File: src/rtl/train_sequencer_pkg.sv
// Shared neural-network definitions: phase period, sample count and the
// training sequencer's state encoding.
package train_sequencer_pkg;

    localparam int NN_N  = 13;
    localparam int NN_S  = 4;
    localparam int NN_AW = 2;

    typedef enum logic [1:0] {
        ST_IDLE  = 2'd0,
        ST_TRAIN = 2'd1,
        ST_DRAIN = 2'd2,
        ST_DONE  = 2'd3
    } seq_state_t;

    // The renewal counter sticks at its maximum instead of wrapping back to zero.
    function automatic logic [15:0] sat_inc16(input logic [15:0] value);
        return (value == 16'hFFFF) ? value : value + 16'd1;
    endfunction

endpackage

File: src/rtl/train_sequencer.sv
// Training-run sequencer: a load_kt strobe follows each phase 0, and a weight
// commit plus a sample advance follow each phase N-1, until renewals are done.
module train_sequencer
    import train_sequencer_pkg::*;
#(
    parameter int N  = NN_N,
    parameter int S  = NN_S,
    parameter int AW = NN_AW
) (
    input  logic          clk,
    input  logic          reset,
    input  logic          start,
    input  logic [3:0]    phase,
    input  logic          finish_updating,
    input  logic          done_ack,
    output logic [AW-1:0] sample_addr,
    output logic          load_kt,
    output logic          w_update_en,
    output logic          busy,
    output logic          done,
    output logic [15:0]   upd_count,
    output logic          err
);

    localparam logic [4:0]    PHASE_LIMIT = 5'(N);
    localparam logic [3:0]    PHASE_LAST  = 4'(N - 1);
    localparam logic [AW-1:0] ADDR_LAST   = AW'(S - 1);

    seq_state_t state;

    logic phase_bad;
    assign phase_bad = ({1'b0, phase} >= PHASE_LIMIT);

    // finish_updating wins over every strobe; an out-of-range phase issues none.
    always_ff @(posedge clk or posedge reset) begin
        if (reset) begin
            state       <= ST_IDLE;
            sample_addr <= '0;
            upd_count   <= '0;
            load_kt     <= 1'b0;
            w_update_en <= 1'b0;
            busy        <= 1'b0;
            done        <= 1'b0;
            err         <= 1'b0;
        end else begin
            load_kt     <= 1'b0;
            w_update_en <= 1'b0;
            case (state)
                ST_IDLE: begin
                    if (start && !finish_updating) begin
                        state       <= ST_TRAIN;
                        sample_addr <= '0;
                        upd_count   <= '0;
                        busy        <= 1'b1;
                    end
                end
                ST_TRAIN: begin
                    if (phase_bad) begin
                        err <= 1'b1;
                    end
                    if (finish_updating) begin
                        state <= ST_DRAIN;
                    end else if (phase_bad) begin
                        state <= ST_TRAIN;
                    end else if (phase == 4'd0) begin
                        load_kt <= 1'b1;
                    end else if (phase == PHASE_LAST) begin
                        w_update_en <= 1'b1;
                        sample_addr <= (sample_addr == ADDR_LAST) ? '0 : sample_addr + 1'b1;
                        upd_count   <= sat_inc16(upd_count);
                    end
                end
                ST_DRAIN: begin
                    state <= ST_DONE;
                    busy  <= 1'b0;
                    done  <= 1'b1;
                end
                ST_DONE: begin
                    if (done_ack) begin
                        state <= ST_IDLE;
                        done  <= 1'b0;
                    end
                end
                default: begin
                    state <= ST_IDLE;
                    busy  <= 1'b0;
                    done  <= 1'b0;
                end
            endcase
        end
    end

endmodule

File: config.mk
export PLATFORM = sky130hd
export DESIGN_NAME = train_sequencer
export DESIGN_NICKNAME = d
export VERILOG_FILES = /design/src/rtl/train_sequencer_pkg.sv /design/src/rtl/train_sequencer.sv
export SDC_FILE = /design/constraint.sdc
export NUM_CORES = 1
export LEC_CHECK = 0
export CAP_MARGIN = 20
export CORE_MARGIN = 5
export CORE_UTILIZATION = 49
export CTS_CLUSTER_SIZE = 14
export DETAILED_ROUTE_END_ITERATION = 6
export PLACE_DENSITY = 0.84
export RECOVER_POWER = 25
export SYNTH_ARGS = -nofsm -noshare
export SYNTH_HDL_FRONTEND = slang
export SYNTH_SLANG_ARGS = --single-unit
File: constraint.sdc
create_clock -name clk -period 2.8 [get_ports clk]
set_clock_uncertainty 0.1 [all_clocks]
set_input_delay 0.7 -clock clk [delete_from_list [all_inputs] [get_ports clk]]
set_output_delay 0.7 -clock clk [all_outputs]
set_load 0.03 [all_outputs]
==> impl_metrics.ini, run 1 <==
[status]
outcome = finished, final reports clean

[pwr]
power_per_cell_area_nw_per_um2 = 671
vdd_drop_max_uv = 634
p_leak_nw = 0.685

[setup_path]
critical_path_required_ps = 2880
crit_top_cell = o31ai_1
path_max_fanout = 18
path_cells = clkdlybuf4s50_1 > or3_1 > o21a_1 > buf_4 > o31ai_1 > o31ai_1
r2r_setup_slack_ps = 470
cpMaxStageDelayCell = clkdlybuf4s50_1
slowest_delay_ps = 460
start_kind = primary input
worst_path_class_setup = in2reg
crit_path_end_kind = register
critPathArrivalTime_ps = 2530

[yosys]
synth_enable_flop_cells = 0
netlist_top_cells_area = dfrtp_1 (46%), o31ai_1 (9.9%), nor2_1 (3.3%)
synth.ff_latch_count = 25
synthesis.instances = 145
synthDominantCellAreaShare = 0.456
synthesis.area_um2 = 1370
postSynth.topFlopCell = dfrtp_1
yosys_warnings = 0
postSynthNetCount = 156
synthArstFlopShare = 1.00
yosysSeqAreaShare = 0.456
synth.lib_cells_used.distinct = 37
avgSynthCellArea_um2 = 9.46
synthDominantAreaCellType = dfrtp_1

[die]
row_count = 19
chipHeight_um = 62.9
die_area_um2 = 3960
die_width_um = 62.9
io-pin-count = 32
starting_density = 0.506
fp.coreArea_um2 = 2710

[drt]
routed_wl_um = 3350
wl_per_cell_um = 16.5
viasPerCell = 6.34
initialDrtViolationCount = 59
via_count = 1288
route.detailed.drc = 0
antenna_left = 0
drt_first_pass_iters = 4

[run]
max_cap_viol_count = 0

[global_route]
number_of_global_route_vias_before_repair = 1313
grt_first_pass_wirelength_um = 5880
grt_residual_overflow = 0
antenna_found_initial = 0
track_usage = 0.180
grt_max_degree = 26

[clocking]
ctsLongestPathBuffers = 2
worst_skew_pair.late_latency_ps = 320
cts_tree = done
cts_hold_buf = 0
clock_buffers_created_by_tritoncts = 3
cts_resized = 0
clock_tree.root_cell = clkbuf_4
ctsHtreeMaxLevel = 1
cts.sink_count = 25
cts.reportedPaths.clkPinSlew_ps = 130
cts.repair_timing.setup_buffer_count = 0

[timing]
maxSlewHeadroom = 0.116
final_min_period_over_clock_period = 0.874
slew_violations = 0
grt_setup_unrepaired = no
timing.fmax_ghz = 0.409
tns_ps = 0
final_worst_path_period_need_ps = 2450
worst-slew-pin-transition_ps = 1330
final-setup-viol-count = 0
timing_hold_violations_final = 0

[place]
port-buffer-count = 31
placedInstanceArea_um2 = 1690
dp.cells = 199
dpl.hpwl_um = 2480
gp_congestion = 0.834

[finish]
post_layout_nonfiller_instances = 203
antenna-diode-count = 0
final_net_count = 184
drive_above_1_share = 0.0465
final_cell_area_um2 = 1710
syn_to_final_growth_pct = 24.5

[worst_hold_path]
min-delay-path-class = reg2reg
==> critical path, delay by kind of cell <==
| kind | cells | cell delay, ps |
|---|---|---|
| AO/OA/AOI/OAI | 3 | 700 |
| AND/OR/NAND/NOR | 1 | 450 |
| buffers and inverters | 2 | 660 |
==> sequential cells by signal, summed over array words and instances, names as in the netlist, named ones only <==
| name | flops |
|---|---|
| upd_count | 16 |
| sample_addr | 2 |
| busy | 1 |
| done | 1 |
| err | 1 |
| load_kt | 1 |
| state | 1 |
| w_update_en | 1 |
==> cell type report <==
| cell class | instances | area (µm²) |
|---|---|---|
| Clock buffer | 4 | 26.3 |
| Fill cell | 242 | 1000 |
| Timing Repair Buffer | 35 | 337 |
| Inverter | 3 | 11.3 |
| Sequential cell | 25 | 626 |
| Tap cell | 31 | 38.8 |
| Multi-Input combinational cell | 105 | 669 |
==> Yosys cell counts (all sizes together) (2+ instances only) <==
library cell and number:
a211oi 2, a21oi 4, a31oi 7, a41oi 3, and2 2, and3 2
and4 4, buf 7, clkbuf 5, dfrtp 25, ha 2, inv 3
nand2 10, nand2b 2, nand3 5, nand4 6, nor2 12, nor2b 2
nor4 2, o21ai 8, o22ai 2, o31ai 18, or3 2
==> layer usage <==
metal | global-route usage | wire [µm] | vias up
li1 | - | - | 611
met1 | 0.235 | 1480 | 625
met2 | 0.291 | 1650 | 45
met3 | 0.0360 | 167 | 7
met4 | 0.0716 | 54 | 0
met5 | 0 | 0 | -
==> power by group <==
| group | internal, W | switching (W) | leakage, nW |
|---|---|---|---|
| clock | 0.0000557 | 0.000106 | 0.0150 |
| sequential | 0.000429 | 0.0000901 | 0.333 |
| combinational | 0.000196 | 0.000270 | 0.337 |
==> per-stage QoR <==
stage	utilization	setup WS [ps]	hold slack, ps	total power (W)
after floorplan	-	616	446	0.000830
after global placement	0.622	151	365	0.000977
after detailed placement	0.622	34.9	370	0.000998
after CTS	0.632	378	409	0.00116
after global routing	0.630	200	433	0.00124
final	0.630	354	409	0.00115
==> worst paths after layout <==
check,cells after the start,to,from
worst max-delay path,6,upd_count[6]$_DFFE_PP0P_,finish_updating
worst min-delay path,1,done$_DFFE_PP0P_,done$_DFFE_PP0P_
worst max register to register,5,upd_count[2]$_DFFE_PP0P_,upd_count[0]$_DFFE_PP0P_
worst min register to register,1,done$_DFFE_PP0P_,done$_DFFE_PP0P_
max in group asynchronous,3,upd_count[8]$_DFFE_PP0P_,reset
min in group asynchronous,3,done$_DFFE_PP0P_,reset
==> cell usage in the layout, fill, tap and decap left out, drive strengths merged <==
cell,instances
a211o,1
a211oi,2
a21o,1
a21oi,4
a22o,1
a31oi,7
a41oi,3
and2,2
and3,2
and4,4
buf,3
clkbuf,5
clkdlybuf4s50,30
dfrtp,25
dlygate4sd3,1
ha,2
inv,3
nand2,10
nand2b,2
nand3,5
nand4,6
nand4b,1
nor2,12
nor2b,2
nor3,1
nor4,2
o21a,1
o21ai,8
o21bai,1
o22ai,2
o31ai,18
o41ai,1
or2,1
or3,2
or4b,1
==> kinds of logic (layout without fill, tap and decap cells) <==
family / after synthesis / after routing / synth area share
and+or+nand+nor: 53 / 53 / 0.221
AOI/OAI and AO/OA: 50 / 50 / 0.249
adders and majority gates: 2 / 2 / 0.0182
buffers and inverters: 15 / 42 / 0.0557
DFF: 25 / 25 / 0.456
(Power assumes the default switching activity.)
==> run 2, diff against run 1 <==
CORE_UTILIZATION = 45   (was 49)
CTS_CLUSTER_SIZE = unset   (was 14)
PLACE_DENSITY = 0.78   (was 0.84)
==> impl_metrics.ini, run 2 (synthesis results as in run 1) <==
[status]
outcome = finished, final reports clean

[die]
fp.coreArea_um2 = 2980
chipHeight_um = 65.2
die_width_um = 65.2
die_area_um2 = 4250
starting_density = 0.461
io-pin-count = 32
row_count = 20

[global_route]
track_usage = 0.174
number_of_global_route_vias_before_repair = 1334
antenna_found_initial = 0
grt_max_degree = 26
grt_first_pass_wirelength_um = 5880
grt_residual_overflow = 0

[timing]
final_worst_path_period_need_ps = 2460
final_min_period_over_clock_period = 0.878
slew_violations = 0
tns_ps = 0
worst-slew-pin-transition_ps = 1340
timing_hold_violations_final = 0
final-setup-viol-count = 0
grt_setup_unrepaired = no
timing.fmax_ghz = 0.407
maxSlewHeadroom = 0.108

[clocking]
worst_skew_pair.late_latency_ps = 320
cts.repair_timing.setup_buffer_count = 0
clock_tree.root_cell = clkbuf_4
cts_tree = done
ctsLongestPathBuffers = 2
cts_hold_buf = 0
cts.sink_count = 25
cts_resized = 0
cts.reportedPaths.clkPinSlew_ps = 130
clock_buffers_created_by_tritoncts = 3
ctsHtreeMaxLevel = 1

[drt]
route.detailed.drc = 0
antenna_left = 0
initialDrtViolationCount = 77
drt_first_pass_iters = 4
via_count = 1312
viasPerCell = 6.40
routed_wl_um = 3510
wl_per_cell_um = 17.1

[setup_path]
cp-startpoint = upd_count[0]$_DFFE_PP0P_
worst_reg2reg_path_endpoint = upd_count[0]$_DFFE_PP0P_
start_kind = register
worst_path_class_setup = reg2reg
path_max_fanout = 11
r2r_setup_slack_ps = 340
critical_path.reg2reg.startpoint = upd_count[0]$_DFFE_PP0P_
worstSetupEndpoint = upd_count[0]$_DFFE_PP0P_
critPathArrivalTime_ps = 2520
critical_path_required_ps = 2860
crit_path_end_kind = register
timing.reg2reg.worst_path_depth = 5

[run]
max_cap_viol_count = 0

[place]
dpl.hpwl_um = 2470
gp_congestion = 0.859
port-buffer-count = 31

[finish]
mostFrequentLayoutCells = clkdlybuf4s50_1 (30), dfrtp_1 (25), o31ai_1 (18), nor2_1 (12), nand2_1 (10)
syn_to_final_growth_pct = 24.7
most_frequent_standard_cell_in_the_layout_excluding_fill_and_tap_cells = clkdlybuf4s50_1
drive_above_1_share = 0.0465
final_net_count = 184
top_register = upd_count
top_registers = upd_count (16), sample_addr (2)
antenna-diode-count = 0
largest_register_ffs = 16

[pwr]
p_leak_nw = 0.685
power_per_cell_area_nw_per_um2 = 676
power.total_w = 0.00116
vdd_drop_max_uv = 483

[worst_hold_path]
min-delay-path-class = reg2reg
count_of_cells_along_the_worst_hold_path = 1
-- run 2: layer usage --
metal,up-vias,wire length (µm),GRT usage,share of wire
met3,4,210,0.0256,0.060
met4,0,37,0.0803,0.011
met1,648,1530,0.218,0.43
li1,609,-,-,-
met5,-,0,0,0
met2,51,1740,0.295,0.50
-- run 2: area by class of cell --
cell class / count / area, µm²
Clock buffer: 4 / 26.3
Fill cell: 266 / 1270
Inverter: 3 / 11.3
Multi-Input combinational cell: 105 / 669
Sequential cell: 25 / 626
Tap cell: 33 / 41.3
Timing Repair Buffer: 35 / 337
-- run 2: per-stage QoR --
stage / cell area (µm²) / utilization / std cells / setup WS (ps) / hold slack [ps]
final: 1710 / 0.574 / 205 / 342 / 398
after detailed placement: 1690 / 0.567 / 201 / 58.1 / 368
after CTS: 1710 / 0.576 / 205 / 399 / 403
after floorplan: 1370 / - / 145 / 616 / 446
after global routing: 1710 / 0.574 / 205 / 116 / 418
after global placement: 1690 / 0.567 / 201 / 150 / 365
-- run 2: power breakdown --
group          switching (W)  internal, W  leakage, nW
clock               0.000110    0.0000557       0.0150
combinational       0.000275     0.000196        0.337
sequential         0.0000910     0.000429        0.333
total               0.000476     0.000680        0.685
-- run 2: how the worst min path moves through the flow --
stage	startpoint	to	slack, ps
after floorplan	register	state[0]$_DFFE_PP0P_	450
final	done$_DFFE_PP0P_	done$_DFFE_PP0P_	400
after CTS	done$_DFFE_PP0P_	done$_DFFE_PP0P_	400
after global routing	err$_DFFE_PP0P_	err$_DFFE_PP0P_	420
after global placement	done$_DFFE_PP0P_	done$_DFFE_PP0P_	370
after detailed placement	done$_DFFE_PP0P_	done$_DFFE_PP0P_	370
-- run 2: critical path, stage by stage, from the launching register on --
cell	delay [ps]
dfrtp_1	450
ha_1	280
and3_1	330
nand3_1	190
o21ai_1	750
o21ai_0	200
